[src/rtl/f52_to_f32_sched_pkg.sv]
// Shared F52/F32 field layout, bias constants and range-flag helper
// for the F52 -> F32 conversion scheduler.
package fcvt_pkg;

    localparam int F52_SW = 1;
    localparam int F52_EW = 11;
    localparam int F52_MW = 40;
    localparam int F52_W  = F52_SW + F52_EW + F52_MW;

    localparam int F32_SW = 1;
    localparam int F32_EW = 8;
    localparam int F32_MW = 23;
    localparam int F32_W  = F32_SW + F32_EW + F32_MW;

    localparam int TRUNC_W = F52_MW - F32_MW;

    localparam logic [F52_EW-1:0] BIAS52 = 11'h3FF;
    localparam logic [F32_EW-1:0] BIAS32 = 8'h7F;

    // F52 exponent range that maps onto F32 normals: [E52_MIN, E52_MAX]
    localparam logic [F52_EW-1:0] E52_OFS  = BIAS52 - F52_EW'(BIAS32);
    localparam logic [F52_EW-1:0] E52_MAX  = BIAS52 + F52_EW'(BIAS32);
    localparam logic [F52_EW-1:0] E52_MIN  = E52_OFS + 1'b1;
    localparam logic [F52_EW-1:0] E52_SPEC = '1;

    typedef struct packed {
        logic ovf;
        logic unf;
        logic inx;
    } fcvt_flags_t;

    function automatic fcvt_flags_t fcvt_flags(input logic [F52_W-2:0] mag);
        fcvt_flags_t      fl;
        logic [F52_EW-1:0] e;
        logic              nz;
        e      = mag[F52_W-2 -: F52_EW];
        nz     = |mag;
        fl.ovf = (e > E52_MAX) && (e != E52_SPEC);
        fl.unf = (e < E52_MIN) && nz;
        fl.inx = (|mag[TRUNC_W-1:0]) && !fl.ovf && !fl.unf && nz;
        return fl;
    endfunction

endpackage

[src/rtl/f52_to_f32_sched_if.sv]
// Request and result handshake bundle between requesters, the shared
// converter pipeline and the result consumer.
interface f52_to_f32_sched_if
    import fcvt_pkg::*;
#(
    parameter int NREQ = 4,
    parameter int IDW  = $clog2(NREQ)
);

    logic [NREQ-1:0]       req_valid;
    logic [NREQ*F52_W-1:0] req_a;
    logic [NREQ-1:0]       req_ready;

    logic                  out_valid;
    logic                  out_ready;
    logic [F32_W-1:0]      out_o;
    logic [IDW-1:0]        out_id;
    logic                  out_ovf;
    logic                  out_unf;
    logic                  out_inx;

    modport master (
        output req_valid, req_a, out_ready,
        input  req_ready, out_valid, out_o, out_id,
        input  out_ovf, out_unf, out_inx
    );

    modport slave (
        input  req_valid, req_a, out_ready,
        output req_ready, out_valid, out_o, out_id,
        output out_ovf, out_unf, out_inx
    );

endinterface

[src/rtl/f52_to_f32_sched_arb.sv]
// Round-robin arbiter: first requester at or after ptr_i, wrapping,
// returned one-hot and encoded.
module rr_arbiter #(
    parameter int NREQ = 4,
    parameter int IDW  = $clog2(NREQ)
) (
    input  logic [NREQ-1:0] req_i,
    input  logic [IDW-1:0]  ptr_i,
    output logic [NREQ-1:0] grant_o,
    output logic [IDW-1:0]  idx_o
);

    int             j;
    logic [IDW-1:0] jj;

    // Scan farthest-first so the nearest requester to ptr_i wins last.
    always_comb begin
        grant_o = '0;
        idx_o   = '0;
        j       = 0;
        jj      = '0;
        for (int k = NREQ - 1; k >= 0; k--) begin
            j = int'(ptr_i) + k;
            if (j >= NREQ) j = j - NREQ;
            jj = IDW'(j);
            if (req_i[jj]) begin
                grant_o     = '0;
                grant_o[jj] = 1'b1;
                idx_o       = jj;
            end
        end
    end

endmodule

[src/rtl/f52_to_f32_sched_cvt.sv]
// Combinational F52 -> F32 converter: truncating mantissa, saturating
// to infinity above range, flushing to signed zero below.
module F52ToF32
    import fcvt_pkg::*;
(
    input  logic [F52_W-1:0] a_i,
    output logic [F32_W-1:0] f_o
);

    logic              sgn;
    logic [F52_EW-1:0] e;
    logic [F52_MW-1:0] m;
    logic [F32_MW-1:0] mt;
    logic [F32_MW-1:0] qnan;

    assign sgn  = a_i[F52_W-1];
    assign e    = a_i[F52_W-2 -: F52_EW];
    assign m    = a_i[F52_MW-1:0];
    assign mt   = m[F52_MW-1 -: F32_MW];
    assign qnan = {(|m), {(F32_MW-1){1'b0}}};

    always_comb begin
        f_o = {sgn, {(F32_W-1){1'b0}}};
        unique case (1'b1)
            (e == E52_SPEC):
                f_o = {sgn, {F32_EW{1'b1}}, mt | qnan};
            (e > E52_MAX) && (e != E52_SPEC):
                f_o = {sgn, {F32_EW{1'b1}}, {F32_MW{1'b0}}};
            (e < E52_MIN):
                f_o = {sgn, {(F32_W-1){1'b0}}};
            default:
                f_o = {sgn, F32_EW'(e - E52_OFS), mt};
        endcase
    end

endmodule

[src/rtl/f52_to_f32_sched.sv]
// Shares one F52ToF32 converter between NREQ requesters through a
// round-robin arbiter and a two-stage valid/ready pipeline.
module f52_to_f32_sched
    import fcvt_pkg::*;
#(
    parameter int NREQ = 4,
    parameter int IDW  = $clog2(NREQ)
) (
    input  logic              clk,
    input  logic              rst,
    input  logic              flush,
    f52_to_f32_sched_if.slave bus,
    output logic              busy
);

    logic [NREQ-1:0]  grant;
    logic [IDW-1:0]   gidx;
    logic [F52_W-1:0] opnd;
    logic [F32_W-1:0] cvt;
    logic             adv1, adv2, ld1;

    logic [IDW-1:0]   rr_q, rr_d;
    logic             s1_v_q, s1_v_d;
    logic [F52_W-1:0] s1_a_q, s1_a_d;
    logic [IDW-1:0]   s1_id_q, s1_id_d;
    fcvt_flags_t      s1_fl_q, s1_fl_d;
    logic             s2_v_q, s2_v_d;
    logic [F32_W-1:0] s2_o_q, s2_o_d;
    logic [IDW-1:0]   s2_id_q, s2_id_d;
    fcvt_flags_t      s2_fl_q, s2_fl_d;

    rr_arbiter #(
        .NREQ (NREQ),
        .IDW  (IDW)
    ) u_arb (
        .req_i   (bus.req_valid),
        .ptr_i   (rr_q),
        .grant_o (grant),
        .idx_o   (gidx)
    );

    F52ToF32 u_cvt (
        .a_i (s1_a_q),
        .f_o (cvt)
    );

    assign adv2 = ~s2_v_q | bus.out_ready;
    assign adv1 = ~s1_v_q | adv2;
    assign ld1  = adv1 & (|bus.req_valid) & ~flush & ~rst;
    assign opnd = bus.req_a[gidx*F52_W +: F52_W];

    always_comb begin
        rr_d    = rr_q;
        s1_v_d  = s1_v_q;
        s1_a_d  = s1_a_q;
        s1_id_d = s1_id_q;
        s1_fl_d = s1_fl_q;
        s2_v_d  = s2_v_q;
        s2_o_d  = s2_o_q;
        s2_id_d = s2_id_q;
        s2_fl_d = s2_fl_q;
        if (adv1) s1_v_d = ld1;
        if (adv2) s2_v_d = s1_v_q;
        if (flush) begin
            s1_v_d = 1'b0;
            s2_v_d = 1'b0;
        end
        if (ld1) begin
            s1_a_d  = opnd;
            s1_id_d = gidx;
            s1_fl_d = fcvt_flags(opnd[F52_W-2:0]);
            rr_d    = (gidx == IDW'(NREQ - 1)) ? '0 : gidx + 1'b1;
        end
        // Payload only moves with a real entry so idle outputs stay quiet.
        if (adv2 && s1_v_q && !flush) begin
            s2_o_d  = cvt;
            s2_id_d = s1_id_q;
            s2_fl_d = s1_fl_q;
        end
    end

    always_ff @(posedge clk) begin
        if (rst) begin
            rr_q    <= '0;
            s1_v_q  <= 1'b0;
            s1_a_q  <= '0;
            s1_id_q <= '0;
            s1_fl_q <= '0;
            s2_v_q  <= 1'b0;
            s2_o_q  <= '0;
            s2_id_q <= '0;
            s2_fl_q <= '0;
        end else begin
            rr_q    <= rr_d;
            s1_v_q  <= s1_v_d;
            s1_a_q  <= s1_a_d;
            s1_id_q <= s1_id_d;
            s1_fl_q <= s1_fl_d;
            s2_v_q  <= s2_v_d;
            s2_o_q  <= s2_o_d;
            s2_id_q <= s2_id_d;
            s2_fl_q <= s2_fl_d;
        end
    end

    assign bus.req_ready = grant & {NREQ{ld1}};
    assign bus.out_valid = s2_v_q;
    assign bus.out_o     = s2_o_q;
    assign bus.out_id    = s2_id_q;
    assign bus.out_ovf   = s2_fl_q.ovf;
    assign bus.out_unf   = s2_fl_q.unf;
    assign bus.out_inx   = s2_fl_q.inx;
    assign busy          = s1_v_q | s2_v_q;

endmodule
[src/flat_wrapper.sv]
// flat-port wrapper written by rule: the top's interface ports become plain ports
module f52_to_f32_sched_flat import fcvt_pkg::*;
#(
    parameter int NREQ = 4,
    parameter int IDW  = $clog2(NREQ)
)
  (clk, rst, flush, busy, bus_req_valid, bus_req_a, bus_out_ready, bus_req_ready, bus_out_valid, bus_out_o, bus_out_id, bus_out_ovf, bus_out_unf, bus_out_inx);
  f52_to_f32_sched_if #(.NREQ(NREQ), .IDW(IDW)) bus_i ();
  input  logic clk;
  input  logic rst;
  input  logic flush;
  output logic busy;
  input wire logic [$bits(bus_i.req_valid)-1:0] bus_req_valid;
  input wire logic [$bits(bus_i.req_a)-1:0] bus_req_a;
  input wire logic [$bits(bus_i.out_ready)-1:0] bus_out_ready;
  output wire logic [$bits(bus_i.req_ready)-1:0] bus_req_ready;
  output wire logic [$bits(bus_i.out_valid)-1:0] bus_out_valid;
  output wire logic [$bits(bus_i.out_o)-1:0] bus_out_o;
  output wire logic [$bits(bus_i.out_id)-1:0] bus_out_id;
  output wire logic [$bits(bus_i.out_ovf)-1:0] bus_out_ovf;
  output wire logic [$bits(bus_i.out_unf)-1:0] bus_out_unf;
  output wire logic [$bits(bus_i.out_inx)-1:0] bus_out_inx;
  assign bus_i.req_valid = bus_req_valid;
  assign bus_i.req_a = bus_req_a;
  assign bus_i.out_ready = bus_out_ready;
  assign bus_req_ready = bus_i.req_ready;
  assign bus_out_valid = bus_i.out_valid;
  assign bus_out_o = bus_i.out_o;
  assign bus_out_id = bus_i.out_id;
  assign bus_out_ovf = bus_i.out_ovf;
  assign bus_out_unf = bus_i.out_unf;
  assign bus_out_inx = bus_i.out_inx;
  f52_to_f32_sched #(.NREQ(NREQ), .IDW(IDW)) u_core (.clk(clk), .rst(rst), .flush(flush), .bus(bus_i), .busy(busy));
endmodule
[config.mk]
export PLATFORM = sky130hd
export DESIGN_NAME = f52_to_f32_sched_flat
export DESIGN_NICKNAME = d
export VERILOG_FILES = /design/src/rtl/f52_to_f32_sched_pkg.sv /design/src/rtl/f52_to_f32_sched_if.sv /design/src/rtl/f52_to_f32_sched_arb.sv /design/src/rtl/f52_to_f32_sched_cvt.sv /design/src/rtl/f52_to_f32_sched.sv /design/src/flat_wrapper.sv
export SDC_FILE = /design/constraint.sdc
export NUM_CORES = 1
export LEC_CHECK = 0
export BUFFER_PORTS_ARGS = -buffer_cell sky130_fd_sc_hd__buf_2
export CORE_MARGIN = 2
export CORE_UTILIZATION = 44
export DETAILED_ROUTE_END_ITERATION = 8
export PLACE_DENSITY = 0.78
export SYNTH_ARGS = -nofsm -noshare
export SYNTH_HDL_FRONTEND = slang
export SYNTH_HIERARCHICAL = 1
export SYNTH_SLANG_ARGS = --single-unit
[constraint.sdc]
create_clock -name clk -period 3.4 [get_ports clk]
set_input_delay 0.17 -clock clk [delete_from_list [all_inputs] [get_ports clk]]
set_output_delay 0.17 -clock clk [all_outputs]
set_load 0.1 [all_outputs]
==> run_results.csv, run 1 <==
group,metric,value,unit
floorplan,coreArea,13200,µm²
clock_tree,clkTransAtPathRegs,0.07,ns
floorplan,dieArea,14500,µm²
floorplan,rows,42,
critical_path,worstSetupPathType,"reg2reg",
sta,period_share,0.977,
clock_tree,cts_buffers,9,
floorplan,die_w,120,µm
placed_design,portBuffers,258,
yosys,avgSynthCellArea,9.00,µm²
yosys,synth_edf_count,0,
critical_path,cp_slowest_cell,"mux4_2",
power,p_leak,3.20,nW
global_routing,grt_pass1_vias,5598,
clock_tree,cts_tree,"done",
power,power_density,445,nW/µm²
floorplan,initial_core_util,0.449,
finish,drive_above_1_share,0.440,
finish,area_growth,31.8,%
drt,vias_per_cell,5.61,
yosys,async_flop_share,0,
sta,whs,0.125,ns
yosys,ys_ff_latch,98,
finish,nets,1130,
placed_design,gp_congestion,0.928,
clock_tree,root_buffer,"clkbuf_16",
critical_path,crit_fanout,8,
finish,final_cell_mix,"buf_2, nand2_1, a21oi_1, dfxtp_1, mux4_2",
sta,finalSetupViolations,0,
critical_path,start_kind,"register",
sta,drv_slew,0,
global_routing,grt_usage,0.253,
sta,period_minus_slack,3.32,ns
sta,timing.final.ws_setup,0.0783,ns
finish,layout_commonest_cell,"buf_2",
critical_path,endpoint_kind,"register",
yosys,synth-seq-area-share,0.330,
placed_design,dp_slack,-0.0374,ns
status,outcome,"finished, final reports clean",
drt,drc,0,
sta,tightest_slew,0.836,ns
yosys,synth_area,5950,µm²
global_routing,grt_pass1_wl,28800,µm
clock_tree,clock_path_buffers,2,
yosys,ys.flop_type,"dfxtp_1",
sta,relSlewSlack,0.438,
global_routing,antenna_found_initial,0,
power,p_seq_frac,0.360,
critical_path,path_cells,"mux4_2 > a21oi_1 > o211ai_1 > o21ai_4 > buf_12 > buf_6 > mux4_2 > nor4_2 > nand4_1 > nor4_2 > buf_4 > a31oi_1",
clock_tree,clkLatencyLatePin,0.35,ns
drt,wl,19000,µm
yosys,synth_nets,886,
floorplan,num_io_pins,259,
global_routing,grt_remaining_overflow,0,
critical_path,cp.required,3.63,ns
power,pwr-share-clk,0.321,
placed_design,dp_hpwl,14700,µm
yosys,synth.distinct_cells,58,
drt,ant_nets,0,
drt,dr_total_vias,6092,
yosys,syn-instance-count,661,
clock_tree,htreeDepth,3,
power,p_sw,1.07,mW
power,vdd_drop_max,0.260,mV
min_path,min_path_type,"in2reg",
clock_tree,cts_hold_buffers,0,
power,p_comb_frac,0.319,
drt,drt_iter0_markers,523,
yosys,yosysWarnings,6,
finish,diodes,0,
drt,wl_per_cell,17.5,µm
critical_path,cp_slowest_stage_delay,0.54,ns
sta,skew,0.00719,ns
flow_run,cap_violations,0,
clock_tree,cts_sinks,98,
drt,drt_first_pass_iters,5,
power,swShare,0.306,
floorplan,dieHeight,120,µm
sta,max_freq,0.301,GHz
critical_path,critPathArrivalTime,3.56,ns
sta,hold_viol_final,0,
power,p_int,2.42,mW
global_routing,grt_start_max_net_pins,74,
## per-layer routing
metal / routed length [µm] / track usage
met2: 9200 / 0.410
met3: 1770 / 0.0448
met4: 370 / 0.0785
met1: 7670 / 0.346
met5: 0 / 0
## flip-flops by register name, summed over array words and instances, names as in the netlist
signal	flops
u_core/s1_a_q	52
u_core/bus.out_o	32
u_core/s1_fl_q	3
u_core/bus.out_id	2
u_core/rr_q	2
u_core/s1_id_q	2
u_core/bus.out_inx	1
u_core/bus.out_ovf	1
u_core/bus.out_unf	1
u_core/bus.out_valid	1
u_core/s1_v_q	1
## Yosys cell counts, types with 2 or more instances
master     count  share of area
a21oi_1       97          0.082
a221oi_1       2         0.0029
a31oi_1        2         0.0021
and2_1         5         0.0053
buf_2          8         0.0067
buf_4          3         0.0038
buf_6          8          0.015
clkbuf_1      35          0.022
dfxtp_1       98           0.33
ha_1           9          0.019
inv_1          4         0.0025
mux2_2         3         0.0057
mux2i_1        4         0.0067
mux4_1        10          0.044
mux4_2        45           0.17
nand2_1      208           0.13
nand4_1       10          0.011
nor2_1         9         0.0057
nor2b_1        9         0.0095
nor2b_2       16          0.024
nor3_1         7         0.0059
nor4_1        22          0.023
o2111ai_1      4         0.0059
o211ai_1       2         0.0025
o21a_1         2         0.0025
o21ai_0        2         0.0017
o31ai_1        4         0.0050
or3b_2         2         0.0029
or4_1          2         0.0025
## final cells by class
type | instances | area, µm²
Sequential cell | 98 | 1970
Multi-Input combinational cell | 504 | 3730
Clock inverter | 6 | 88.8
Clock buffer | 10 | 239
Timing Repair Buffer | 288 | 1580
Inverter | 4 | 15.0
Fill cell | 1218 | 5400
Tap cell | 176 | 220
## cells by family after synthesis
logic type | after synthesis | share of synthesized area
AOI/OAI and AO/OA | 130 | 0.131
buffers and inverters | 60 | 0.0549
muxes | 62 | 0.227
and+or+nand+nor | 302 | 0.238
DFF | 98 | 0.330
adders and majority gates | 9 | 0.0189
## power groups by stage
stage / Clock [mW] / Sequential (mW) / Combinational, mW
after global routing: 1.18 / 1.26 / 1.19
after global placement: 0 / 1.28 / 1.03
after CTS: 1.14 / 1.25 / 1.06
after detailed placement: 0 / 1.28 / 1.04
after floorplan: 0 / 1.28 / 0.720
final: 1.12 / 1.25 / 1.11
## final timing paths
kind	slack, ns	end	depth (start not counted)	start
worst max register to register	0.08	u_core/s1_fl_q[1]	12	u_core/rr_q[1]
worst min register to register	0.45	u_core/bus.out_o[4]	2	u_core/bus.out_o[4]
worst min-delay path	0.13	u_core/bus.out_valid	2	flush
worst max-delay path	0.08	u_core/s1_fl_q[1]	12	u_core/rr_q[1]
## critical path, delay by kind of cell (launching register included)
family | cells | cell delay [ns]
simple gates | 3 | 0.83
flops | 1 | 0.38
compound gates | 4 | 0.48
mux | 2 | 1.07
buf+inv | 3 | 0.45
## stage by stage
stage	cells	power [mW]	instance area [µm²]	utilization	setup TNS (ns)
floorplan	661	2.00	5960	-	0
global placement	1065	2.30	7400	0.559	-0.104
detailed placement	1065	2.32	7400	0.559	-0.0697
CTS	1082	3.45	7770	0.587	0
global route	1086	3.63	7840	0.592	-0.191
finish	1086	3.49	7840	0.592	0
## repair_timing
item / CTS / global route
gates cloned: 0 / 1
setup endpoints to repair: 2 / 4
resized for setup: 3 / 17
setup buffers: 1 / 3
pin swaps: 1 / 5
Power figures use the tool's default switching activity.
==> run 2: changes to the inputs <==
==> constraint.sdc (replaced) <==
create_clock -name clk -period 3.4 [get_ports clk]
set_input_delay 0.17 -clock clk [delete_from_list [all_inputs] [get_ports clk]]
set_output_delay 0.17 -clock clk [all_outputs]
set_load 0.005 [all_outputs]
==> run_results.csv, run 2 (synthesized netlist as in run 1, its figures left out) <==
group,metric,value,unit
drt,wl_per_cell,17.9,µm
critical_path,critPathArrivalTime,3.51,ns
min_path,min_path_type,"in2reg",
drt,drt_first_pass_iters,6,
floorplan,dieArea,14500,µm²
critical_path,crit_fanout,10,
clock_tree,clock_path_buffers,2,
drt,drt_iter0_markers,483,
floorplan,initial_core_util,0.449,
finish,stdcell_area,7940,µm²
drt,vias_per_cell,5.61,
floorplan,coreArea,13200,µm²
clock_tree,clkTransAtPathRegs,0.07,ns
global_routing,grt_pass1_vias,5804,
global_routing,grt_remaining_overflow,0,
floorplan,dieHeight,120,µm
clock_tree,cts_sinks,98,
finish,final_cell_mix,"buf_2, nand2_1, dfxtp_1",
sta,hold_viol_final,0,
placed_design,dp_hpwl,14800,µm
power,p_sw,1.03,mW
sta,whs,0.108,ns
clock_tree,cts_hold_buffers,0,
global_routing,antenna_found_initial,0,
critical_path,endpoint_kind,"register",
power,power_density,436,nW/µm²
critical_path,cp.required,3.64,ns
finish,layout_commonest_cell,"buf_2",
drt,wl,19500,µm
power,p_comb_frac,0.318,
power,vdd_drop_max,0.368,mV
global_routing,globalRouteMet2Util,0.440,
clock_tree,htreeDepth,3,
placed_design,portBuffers,258,
power,p_int,2.43,mW
floorplan,rows,42,
global_routing,grt_start_max_net_pins,91,
drt,drc,0,
flow_run,cap_violations,0,
clock_tree,clkLatencyLatePin,0.35,ns
finish,instances_no_fill,1091,
placed_design,dpl.cell_count,1065,
power,p_seq_frac,0.363,
finish,nets,1135,
clock_tree,cts_buffers,9,
sta,tightest_slew,0.907,ns
global_routing,grt_pass1_wl,29600,µm
placed_design,placed_area,7400,µm²
placed_design,gp_congestion,0.917,
sta,skew,0.0122,ns
sta,finalSetupViolations,0,
floorplan,num_io_pins,259,
sta,relSlewSlack,0.396,
clock_tree,root_buffer,"clkbuf_16",
sta,timing.final.ws_setup,0.122,ns
clock_tree,cts_tree,"done",
finish,area_growth,33.4,%
finish,regMostFlops,"u_core/s1_a_q",
sta,fin_setup_tns,0,ns
finish,largest_reg_flops,52,
power,swShare,0.298,
sta,period_minus_slack,3.28,ns
global_routing,grt_busiest_layer,"met2",
critical_path,start_kind,"register",
placed_design,dp_slack,-0.148,ns
status,outcome,"finished, final reports clean",
drt,ant_nets,0,
finish,drive_above_1_share,0.440,
global_routing,use_met3,0.0552,
critical_path,worstSetupPathType,"reg2reg",
drt,dr_total_vias,6123,
sta,drv_slew,0,
global_routing,grt_usage,0.263,
sta,period_share,0.964,
power,p_leak,3.24,nW
sta,max_freq,0.305,GHz
floorplan,die_w,120,µm
power,pwr-share-clk,0.319,
global_routing,grt_use_met1,0.339,
finish,diodes,0,
run 2: changes by cell type in the layout (fill, tap and decap cells not counted), sizes merged:
cell | before | now
buf | 288 | 292
bufbuf | 0 | 1
clkbuf | 10 | 9
clkinv | 1 | 2
clkinvlp | 2 | 1
inv | 5 | 6
nand2 | 209 | 208
o21ai | 2 | 3
run 2: what timing repair did:
action,in CTS,in global routing
buffers inserted,7,1
pin swaps,4,6
gates cloned,2,0
resized for setup,9,11
setup endpoints to repair,2,3
run 2: layout make-up:
type                            instances  area, µm²
Fill cell                            1197       5310
Multi-Input combinational cell        504       3770
Sequential cell                        98       1970
Timing Repair Buffer                  293       1640
Clock buffer                            9        225
Tap cell                              176        220
Clock inverter                          7       98.8
Inverter                                4       15.0
run 2: power groups by stage:
stage | sequential [mW] | combinational [mW] | clock, mW
final | 1.26 | 1.10 | 1.10
after global placement | 1.28 | 0.978 | 0
after floorplan | 1.26 | 0.689 | 0
after CTS | 1.25 | 1.07 | 1.12
after detailed placement | 1.28 | 0.992 | 0
after global routing | 1.26 | 1.18 | 1.15
run 2: critical path, cell delays in order (launching register included):
cell and delay, ns:
dfxtp_4 0.37, mux4_2 0.53, a21oi_2 0.16, o211ai_1 0.16, buf_4 0.19, o21ai_4 0.08
buf_4 0.15, bufbuf_16 0.28, mux4_2 0.57, nor4_1 0.25, nand4_1 0.21, nor2_1 0.14
a31oi_1 0.08
run 2: per-stage QoR:
stage                     power [mW]   util
after detailed placement        2.27  0.559
after global routing            3.60  0.599
after global placement          2.25  0.559
after CTS                       3.44  0.593
final                           3.46  0.599
after floorplan                 1.95      -
run 2: path summary, 6_finish.rpt:
check             depth (start not counted)  slack [ns]                   end            startpoint
setup reg to reg                         12        0.12     u_core/s1_fl_q[1]        u_core/rr_q[1]
hold / removal                            2        0.11     u_core/s1_fl_q[2]                   rst
setup / recovery                         12        0.12     u_core/s1_fl_q[1]        u_core/rr_q[1]
hold reg to reg                           2        0.45  u_core/bus.out_o[25]  u_core/bus.out_o[25]
run 2: routing by layer:
metal,share of wire,up-vias,wire (µm)
met3,0.088,41,1710
li1,-,2883,-
met2,0.49,340,9530
met1,0.40,2859,7790
met4,0.025,0,495
met5,0,-,0
==> run 3: changes to the inputs <==
--- a/config.mk
+++ b/config.mk
@@ -6,11 +6,12 @@
 export NUM_CORES = 1
 export LEC_CHECK = 0
 export BUFFER_PORTS_ARGS = -buffer_cell sky130_fd_sc_hd__buf_2
+export CORE_ASPECT_RATIO = 2
 export CORE_MARGIN = 2
-export CORE_UTILIZATION = 44
+export CORE_UTILIZATION = 43
+export CTS_CLUSTER_DIAMETER = 120
 export DETAILED_ROUTE_END_ITERATION = 8
-export PLACE_DENSITY = 0.78
+export PLACE_DENSITY = 0.77
 export SYNTH_ARGS = -nofsm -noshare
 export SYNTH_HDL_FRONTEND = slang
-export SYNTH_HIERARCHICAL = 1
 export SYNTH_SLANG_ARGS = --single-unit
==> run_results.csv, run 3 <==
group,metric,value,unit
finish,nets,1184,
critical_path,path_cells,"inv_8 > ha_4 > mux4_2 > buf_4 > nor2b_4 > o21a_1 > nor2_4 > buf_12 > buf_6 > mux4_2 > or4_4 > or4_4 > nor4_2 > a211oi_1 > a31o_1",
sta,period_share,1.11,
clock_tree,cts_buffers,9,
clock_tree,clkTransAtPathRegs,0.07,ns
critical_path,critical-path-top-delay-family,"simple AND/OR/NAND/NOR gates",
yosys,avgSynthCellArea,8.61,µm²
sta,rsz0062_at_grt,"yes",
sta,drv_slew,0,
critical_path,critPathArrivalTime,4.02,ns
yosys,synth.distinct_cells,51,
placed_design,portBuffers,258,
yosys,ys.flop_type,"dfxtp_1",
drt,wl,20200,µm
clock_tree,cts_sinks,98,
power,vdd_drop_max,0.412,mV
finish,drive_above_1_share,0.436,
floorplan,initial_core_util,0.438,
global_routing,antenna_found_initial,4,
finish,regMostFlops,"u_core.s1_a_q",
yosys,synth-adder-area-share,0.0176,
global_routing,grt_start_max_net_pins,89,
yosys,synth_top_area_cell,"dfxtp_1",
clock_tree,root_buffer,"clkbuf_16",
drt,ant_nets,0,
global_routing,grt_pass1_wl,31300,µm
critical_path,endpoint_kind,"register",
flow_run,cap_violations,0,
yosys,yosysTopAreaCellShare,0.345,
finish,final_util,0.620,
clock_tree,cts_hold_buffers,0,
critical_path,cp_num_buf_inv,4,
floorplan,num_io_pins,259,
clock_tree,cts_tree,"done",
sta,relSlewSlack,0.389,
yosys,synth_area_leaders,"dfxtp_1, mux4_2, nand2_1",
sta,period_minus_slack,3.78,ns
critical_path,start_kind,"register",
critical_path,rr_endpoint,"u_core.s1_fl_q[1]",
yosys,yosysWarnings,0,
sta,finalSetupViolations,2,
drt,drt_first_pass_iters,5,
finish,largest_reg_flops,52,
floorplan,rows,59,
global_routing,grt_use_met1,0.309,
yosys,ys_ff_latch,98,
yosys,synth_edf_count,0,
placed_design,dpl.cell_count,1091,
status,violations,"setup timing",
sta,whs,0.0784,ns
critical_path,r2r_start,"u_core.rr_q[0]",
floorplan,coreArea,13000,µm²
drt,dr_total_vias,6342,
finish,fillers,1178,
critical_path,r2r_cells,15,
sta,max_freq,0.264,GHz
critical_path,r2r_slack,-0.38,ns
global_routing,grt_busiest_layer,"met2",
yosys,synthXorXnorAreaFrac,0.00154,
placed_design,placed_area,7580,µm²
min_path,min_from,"flush",
yosys,syn-instance-count,661,
yosys,synthSimpleGateAreaFrac,0.217,
min_path,min_path_type,"in2reg",
drt,drt_iter0_markers,323,
clock_tree,clkLatencyLatePin,0.34,ns
drt,vias_per_cell,5.67,
critical_path,worstSetupPathType,"reg2reg",
global_routing,grt_pass1_vias,6200,
yosys,synth_compound_area_frac,0.163,
yosys,synthMuxAreaShare,0.211,
global_routing,grt_remaining_overflow,0,
critical_path,cp_slowest_cell,"or4_4",
yosys,synth_area,5690,µm²
sta,tightest_slew,0.916,ns
finish,layout_commonest_cell,"buf_2",
yosys,synthTopCellsByCount,"nand2_1, dfxtp_1, a21oi_1, nor2_1, mux4_2",
drt,wl_per_cell,18.1,µm
clock_tree,htreeDepth,3,
finish,instances_no_fill,1119,
yosys,async_flop_share,0,
critical_path,crit_fanout,5,
floorplan,dieArea,14200,µm²
sta,hold_viol_final,0,
floorplan,dieHeight,167,µm
global_routing,use_met3,0.0416,
placed_design,gp_congestion,0.925,
min_path,worstHoldEndpoint,"u_core.bus.out_valid",
yosys,synth-seq-area-share,0.345,
critical_path,cp_slowest_stage_delay,0.54,ns
drt,drc,0,
power,p_leak,3.54,nW
yosys,synth.most_common_cell,"nand2_1",
sta,skew,0.00908,ns
finish,stdcell_area,8060,µm²
global_routing,grt_usage,0.279,
yosys,synth_top_family_by_area,"simple AND/OR/NAND/NOR gates",
clock_tree,clock_path_buffers,2,
power,power_density,459,nW/µm²
sta,timing.final.ws_setup,-0.381,ns
finish,final_cell_mix,"buf_2, nand2_1, dfxtp_1",
min_path,whs_path_depth,2,
finish,area_growth,41.6,%
global_routing,globalRouteMet2Util,0.510,
placed_design,dp_hpwl,16200,µm
floorplan,die_w,85.3,µm
status,outcome,"complete, but fails checks",
critical_path,cp.required,3.64,ns
yosys,synth_nets,885,
==> run 3: kinds of logic (layout without fill, tap and decap cells) <==
family / count (synthesis) / after routing
compound gates: 152 / 152
other cells: 0 / 2
fa+ha+maj: 8 / 8
simple gates: 277 / 277
buf+inv: 59 / 363
mux: 66 / 66
flops: 98 / 98
xor+xnor: 1 / 1
==> run 3: layout make-up <==
cell class / instances / area [µm²] / area share
multi-input combinational: 504 / 3570 / 0.443
timing repair buffer: 339 / 1990 / 0.247
sequential: 98 / 1970 / 0.244
clock buffer: 12 / 267 / 0.0331
tap: 152 / 190 / 0.0236
inverter: 8 / 37.5 / 0.00466
clock inverter: 4 / 32.5 / 0.00404
antenna: 2 / 5.00 / 0.000621
==> run 3: repair_timing <==
item | CTS | global route
endpoints found under the setup margin | 3 | 3
gates resized for setup | 15 | 4
pin swaps | 5 | 2
setup buffers | 8 | 3
==> run 3: worst max path at each step <==
stage                              start                end  cells past startpoint
after CTS                 u_core.rr_q[0]  u_core.s1_fl_q[1]                     13
after global routing      u_core.rr_q[0]  u_core.s1_fl_q[1]                     16
after detailed placement  u_core.rr_q[0]  u_core.s1_fl_q[1]                     16
after global placement    u_core.rr_q[0]  u_core.s1_fl_q[1]                     16
final                     u_core.rr_q[0]  u_core.s1_fl_q[1]                     15
after floorplan           u_core.rr_q[0]  u_core.s1_fl_q[1]                     17
==> run 3: layer usage <==
metal	share of wire	routed length, µm	vias up
met4	0.044	897	4
li1	-	-	3015
met1	0.35	7120	2994
met5	0.0012	24	-
met3	0.061	1240	55
met2	0.54	10900	274
==> run 3: power breakdown <==
| group | internal, mW | switching, mW |
|---|---|---|
| Clock | 0.560 | 0.444 |
| Combinational | 0.751 | 0.671 |
| Sequential | 1.22 | 0.0570 |
==> run 3: through the flow <==
stage | power [mW] | setup TNS, ns | setup WS, ns
after floorplan | 2.09 | -1.36 | -0.699
after global placement | 2.61 | -0.973 | -0.579
after detailed placement | 2.64 | -1.16 | -0.664
after CTS | 3.70 | -0.557 | -0.340
after global routing | 3.89 | -1.00 | -0.503
final | 3.70 | -0.678 | -0.381
